[config.mk]
export PLATFORM = sky130hd
export DESIGN_NAME = pipe_hazard_ctrl
export DESIGN_NICKNAME = d
export VERILOG_FILES = /design/src/rtl/pipe_pkg.sv /design/src/rtl/hz_scoreboard.sv /design/src/rtl/pipe_hazard_ctrl.sv
export SDC_FILE = /design/constraint.sdc
export NUM_CORES = 1
export LEC_CHECK = 0
export CORE_ASPECT_RATIO = 1.25
export CORE_MARGIN = 2
export CORE_UTILIZATION = 52
export DETAILED_ROUTE_END_ITERATION = 8
export GPL_TIMING_DRIVEN = 0
export PLACE_DENSITY = 0.8
export SYNTH_ARGS = -nofsm -noshare
export SYNTH_HDL_FRONTEND = slang
export SYNTH_SLANG_ARGS = --single-unit
[constraint.sdc]
create_clock -name Clk -period 2.29 [get_ports Clk]
set_input_delay 0.229 -clock Clk [delete_from_list [all_inputs] [get_ports Clk]]
set_output_delay 0.229 -clock Clk [all_outputs]
set_load 0.005 [all_outputs]
[src/rtl/pipe_pkg.sv]
// Shared types and constants for the 8-bit pipeline hazard/stall control.
package pipe_pkg;

  localparam int REG_NUM_W   = 3;
  localparam int NUM_REGS    = 8;
  localparam int SB_W        = 2;
  localparam int LAT_DEFAULT = 2;

  typedef enum logic [1:0] {
    RUN    = 2'd0,
    DRAIN  = 2'd1,
    HALTED = 2'd2
  } state_e;

endpackage

[src/rtl/hz_scoreboard.sv]
// Per-register countdown of edges until an in-flight write reaches the register file.
module hz_scoreboard
  import pipe_pkg::*;
#(
  parameter int LAT = LAT_DEFAULT
) (
  input  logic                 Clk,
  input  logic                 Reset,
  input  logic                 Adv_i,
  input  logic                 Set_i,
  input  logic [REG_NUM_W-1:0] Set_Num_i,
  input  logic [REG_NUM_W-1:0] Rd1_Num_i,
  input  logic [REG_NUM_W-1:0] Rd2_Num_i,
  output logic                 Rd1_Busy_o,
  output logic                 Rd2_Busy_o,
  output logic                 All_Zero_o
);

  logic [NUM_REGS-1:0][SB_W-1:0] sb_q, sb_d;

  // A fresh issue overrides the countdown on the same entry.
  always_comb begin
    sb_d = sb_q;
    if (Adv_i) begin
      for (int i = 0; i < NUM_REGS; i++) begin
        if (Set_i && (Set_Num_i == REG_NUM_W'(i)))
          sb_d[i] = SB_W'(LAT);
        else if (sb_q[i] != '0)
          sb_d[i] = sb_q[i] - SB_W'(1);
      end
    end
  end

  always_ff @(posedge Clk or posedge Reset) begin
    if (Reset) sb_q <= '0;
    else       sb_q <= sb_d;
  end

  assign Rd1_Busy_o = |sb_q[Rd1_Num_i];
  assign Rd2_Busy_o = |sb_q[Rd2_Num_i];
  assign All_Zero_o = ~|sb_q;

endmodule

[src/rtl/pipe_hazard_ctrl.sv]
// RAW hazard detection, pipeline register enables/flush/bubble, debug drain FSM, stall counter.
module pipe_hazard_ctrl
  import pipe_pkg::*;
#(
  parameter int LAT   = LAT_DEFAULT,
  parameter int CNT_W = 16
) (
  input  logic                 Clk,
  input  logic                 Reset,
  input  logic                 ID_Valid,
  input  logic [REG_NUM_W-1:0] ID_Src1_Num,
  input  logic                 ID_Src1_Used,
  input  logic [REG_NUM_W-1:0] ID_Src2_Num,
  input  logic                 ID_Src2_Used,
  input  logic [REG_NUM_W-1:0] ID_Write_Reg_Num,
  input  logic                 ID_RegWrite,
  input  logic                 Flush,
  input  logic                 Mem_Busy,
  input  logic                 Drain_Req,
  output logic                 PC_Write_En,
  output logic                 IF_ID_Write_En,
  output logic                 IF_ID_Flush,
  output logic                 ID_EX_Write_En,
  output logic                 ID_EX_Bubble,
  output logic                 Issue,
  output logic                 Drained,
  output logic [CNT_W-1:0]     Stall_Count
);

  state_e           state_q, state_d;
  logic [CNT_W-1:0] cnt_q, cnt_d;
  logic             rd1_busy, rd2_busy, all_zero;
  logic             haz, hz_stall;

  hz_scoreboard #(.LAT(LAT)) u_sb (
    .Clk        (Clk),
    .Reset      (Reset),
    .Adv_i      (~Mem_Busy),
    .Set_i      (Issue & ID_RegWrite),
    .Set_Num_i  (ID_Write_Reg_Num),
    .Rd1_Num_i  (ID_Src1_Num),
    .Rd1_Busy_o (rd1_busy),
    .Rd2_Num_i  (ID_Src2_Num),
    .Rd2_Busy_o (rd2_busy),
    .All_Zero_o (all_zero)
  );

  assign haz = ID_Valid & ((ID_Src1_Used & rd1_busy) | (ID_Src2_Used & rd2_busy));

  always_comb begin
    PC_Write_En    = 1'b1;
    IF_ID_Write_En = 1'b1;
    IF_ID_Flush    = 1'b0;
    ID_EX_Write_En = 1'b1;
    ID_EX_Bubble   = ~ID_Valid;
    Issue          = ID_Valid;
    hz_stall       = 1'b0;
    if (Mem_Busy) begin
      // Whole-pipe freeze; the branch unit keeps Flush asserted until released.
      PC_Write_En    = 1'b0;
      IF_ID_Write_En = 1'b0;
      ID_EX_Write_En = 1'b0;
      ID_EX_Bubble   = 1'b0;
      Issue          = 1'b0;
    end else if (state_q != RUN) begin
      PC_Write_En    = 1'b0;
      IF_ID_Write_En = 1'b0;
      ID_EX_Bubble   = 1'b1;
      Issue          = 1'b0;
    end else if (Flush) begin
      IF_ID_Flush    = 1'b1;
      ID_EX_Bubble   = 1'b1;
      Issue          = 1'b0;
    end else if (haz) begin
      PC_Write_En    = 1'b0;
      IF_ID_Write_En = 1'b0;
      ID_EX_Bubble   = 1'b1;
      Issue          = 1'b0;
      hz_stall       = 1'b1;
    end
  end

  always_comb begin
    state_d = state_q;
    unique case (state_q)
      RUN:     if (Drain_Req) state_d = DRAIN;
      DRAIN:   if (!Drain_Req) state_d = RUN;
               else if (all_zero && !Mem_Busy) state_d = HALTED;
      HALTED:  if (!Drain_Req) state_d = RUN;
      default: state_d = RUN;
    endcase
  end

  assign cnt_d = (hz_stall && !(&cnt_q)) ? cnt_q + CNT_W'(1) : cnt_q;

  always_ff @(posedge Clk or posedge Reset) begin
    if (Reset) begin
      state_q <= RUN;
      cnt_q   <= '0;
    end else begin
      state_q <= state_d;
      cnt_q   <= cnt_d;
    end
  end

  assign Drained     = (state_q == HALTED);
  assign Stall_Count = cnt_q;

endmodule

==> metrics.yaml <==
crit_path_max_fanout: 6
power_density_nw_per_um2: 848
critPathKind: "flop to output port"
track_usage_pct: 23.1
reg2reg_depth: 7
synth_top_family_by_area: "simple AND/OR/NAND/NOR gates"
ys_types: 44
viasPerCell: 5.40
synth-xor-area-share_pct: 9.63
clock-root-buffer: "clkbuf_8"
r2r_setup_slack_ps: 140
timing.final.crit_share_pct: 95.2
multi_input_area_um2: 1180
drtPass1Iterations: 4
synth-compound-area-share_pct: 13.5
syn-cell-area_um2: 2090
wl_per_cell_um: 13.8
num_vias: 1740
status: "finished, final reports clean"
diodes: 0
postPlaceCellArea_um2: 2550
syn_avg_cell_area_um2: 9.55
fp-row-count: 25
synthMuxAreaShare_pct: 0.539
ys_ff_latch: 34
seq_area_frac_synth_pct: 40.7
ant_nets: 0
nets: 295
place_inst: 312
reg2reg_from: "Stall_Count[0]"
synth_cells: 219
async_flop_share_pct: 100
wl_mm: 4.43
max-slew-margin-rel_pct: 51.8
path_clk_slew_ps: 60
core_um2: 3820
hp-class: "input port to async pin"
final_cell_count_no_fill: 322
grt_max_degree: 35
layout_commonest_cell: "dfrtp_1"
finClkSkew_ps: 5.03
ctsHoldBuffers: 0
synthAdderAreaFrac_pct: 5.39
cp-startpoint: "u_sb.sb_q[10]"
htreeDepth: 2
gp_congestion: 0.831
cts_buffer_depth: 2
initial_core_util_pct: 54.8
ys.warnings.count: 0
ir_drop_v: 0.000585
crit_path_end_kind: "output port"
leakagePower_nw: 1.19
grt-ovfl-total: 0
cts_buffers: 5
stdcell_area_um2: 2690
finalMaxSlewViolations: 0
grt_pass1_wl_mm: 7.75
final_util_pct: 70.4
die_h_um: 74.9
drc: 0
synthFlopType: "dfrtp_1"
synth_simple_gate_area_share_pct: 25.0
rsz0062_at_grt: "no"
die_area_um2: 4550
finalSetupViolations: 0
fp.dieW_um: 60.7
hold_violations: 0
final.fill_count: 313
syn_to_final_growth_pct: 28.4
start_kind: "flop"
max_clock_freq_mhz: 459
r2r_end: "Stall_Count[1]"
synth_nets: 246
fin_setup_tns_ps: 0
io_buffers: 39
worstSkewPairLatency_ps: 290
cp.arrival_ps: 1950
worstMarginPinSlew_ps: 722
grt_pass1_vias: 1699
final_cell_mix: "dfrtp_1, clkdlybuf4s50_1, inv_1"
synth-edff-count: 0
cts_num_sinks: 34
place_ws_ps: -590
hpwl_mm: 3.34
antenna_found_initial: 0
period_minus_slack_ps: 2180
ff_latch_area_um2: 851
critPathRequiredTime_ps: 2060
drt_iter0_markers: 59
drive_above_1_share_pct: 12.3
cts_tree: "yes"
fin_ws_ps: 110
io_pins: 41
maxCapViolCount: 0
-- cell families (layout without fill, tap and decap cells) --
kind of cell / after synthesis / after routing
buf+inv: 26 / 75
mux: 1 / 1
xor+xnor: 23 / 23
simple gates: 88 / 88
flops: 34 / 34
compound gates: 38 / 38
fa+ha+maj: 9 / 9
-- per-stage QoR --
stage	total power, mW	hold WS (ps)
4_1_cts	2.28	461
2_1_floorplan	1.55	325
6_report	2.28	379
3_3_place_gp	1.77	470
5_1_grt	2.47	450
3_5_place_dp	1.81	488
-- where the power goes --
part / switching (mW) / internal (mW)
clock: 0.208 / 0.209
combinational: 0.447 / 0.465
sequential: 0.173 / 0.775
total: 0.828 / 1.45
-- flip-flops by register name, indices dropped and copies added (netlist names) --
register	flops
Stall_Count	16
state_q	2
u_sb.sb_q	16
-- synth_stat cells (2+ instances only) --
| cell | n | share of area [%] |
|---|---|---|
| nand2_2 | 2 | 0.60 |
| or3_1 | 2 | 0.60 |
| nor2_1 | 14 | 2.5 |
| nor3_2 | 6 | 2.9 |
| nand3_1 | 5 | 1.2 |
| nor3_1 | 8 | 1.9 |
| and4_1 | 4 | 1.7 |
| inv_1 | 22 | 3.9 |
| a31oi_1 | 2 | 0.60 |
| clkbuf_1 | 2 | 0.36 |
| nand2_1 | 18 | 3.2 |
| o31a_1 | 4 | 1.7 |
| o21ai_0 | 9 | 2.2 |
| nor4b_1 | 4 | 1.7 |
| nor3b_1 | 3 | 1.1 |
| nor4_1 | 3 | 0.90 |
| nor2b_1 | 3 | 0.90 |
| o21bai_1 | 4 | 1.4 |
| o31ai_1 | 4 | 1.4 |
| o21a_1 | 4 | 1.4 |
| xor2_1 | 10 | 4.2 |
| a311oi_1 | 2 | 0.84 |
| and2_1 | 7 | 2.1 |
| ha_1 | 9 | 5.4 |
| xnor2_1 | 13 | 5.4 |
| nand2b_1 | 3 | 0.90 |
| dfrtp_1 | 34 | 41 |
| nand4_1 | 2 | 0.60 |
-- per-layer routing --
layer / vias up / part of all wire (%) / GRT usage (%)
li1: 865 / - / -
met1: 829 / 41 / 26.7
met2: 39 / 54 / 39.3
met3: 7 / 3.5 / 6.01
met4: 0 / 2.2 / 11.1
met5: - / 0 / 0
-- layout make-up --
class	count	share of cell area, %
repair buffers	42	15.0
multi-input cells	159	43.9
inverters	22	3.08
well taps	54	2.52
clock buffers	7	2.84
plain buffers	4	0.979
flip-flops and latches	34	31.7
-- what timing repair did --
item	4_1_cts	5_1_grt
pin swaps	5	6
gates resized for setup	16	4
buffers inserted	3	0
endpoints found under the setup margin	4	4
-- worst max-delay path: stages, from the launching register on --
cell and delay, ps:
dfrtp_1 420, nor4b_2 290, a311oi_1 80, a32o_2 270
nor2_4 120, buf_6 130, a31oi_1 70, dlygate4sd2_1 280
-- how the worst max path moves through the flow --
stage | end
floorplan | Stall_Count[1]
global placement | PC_Write_En
detailed placement | PC_Write_En
CTS | PC_Write_En
global route | Issue
finish | ID_EX_Bubble
(Power assumes the default switching activity.)
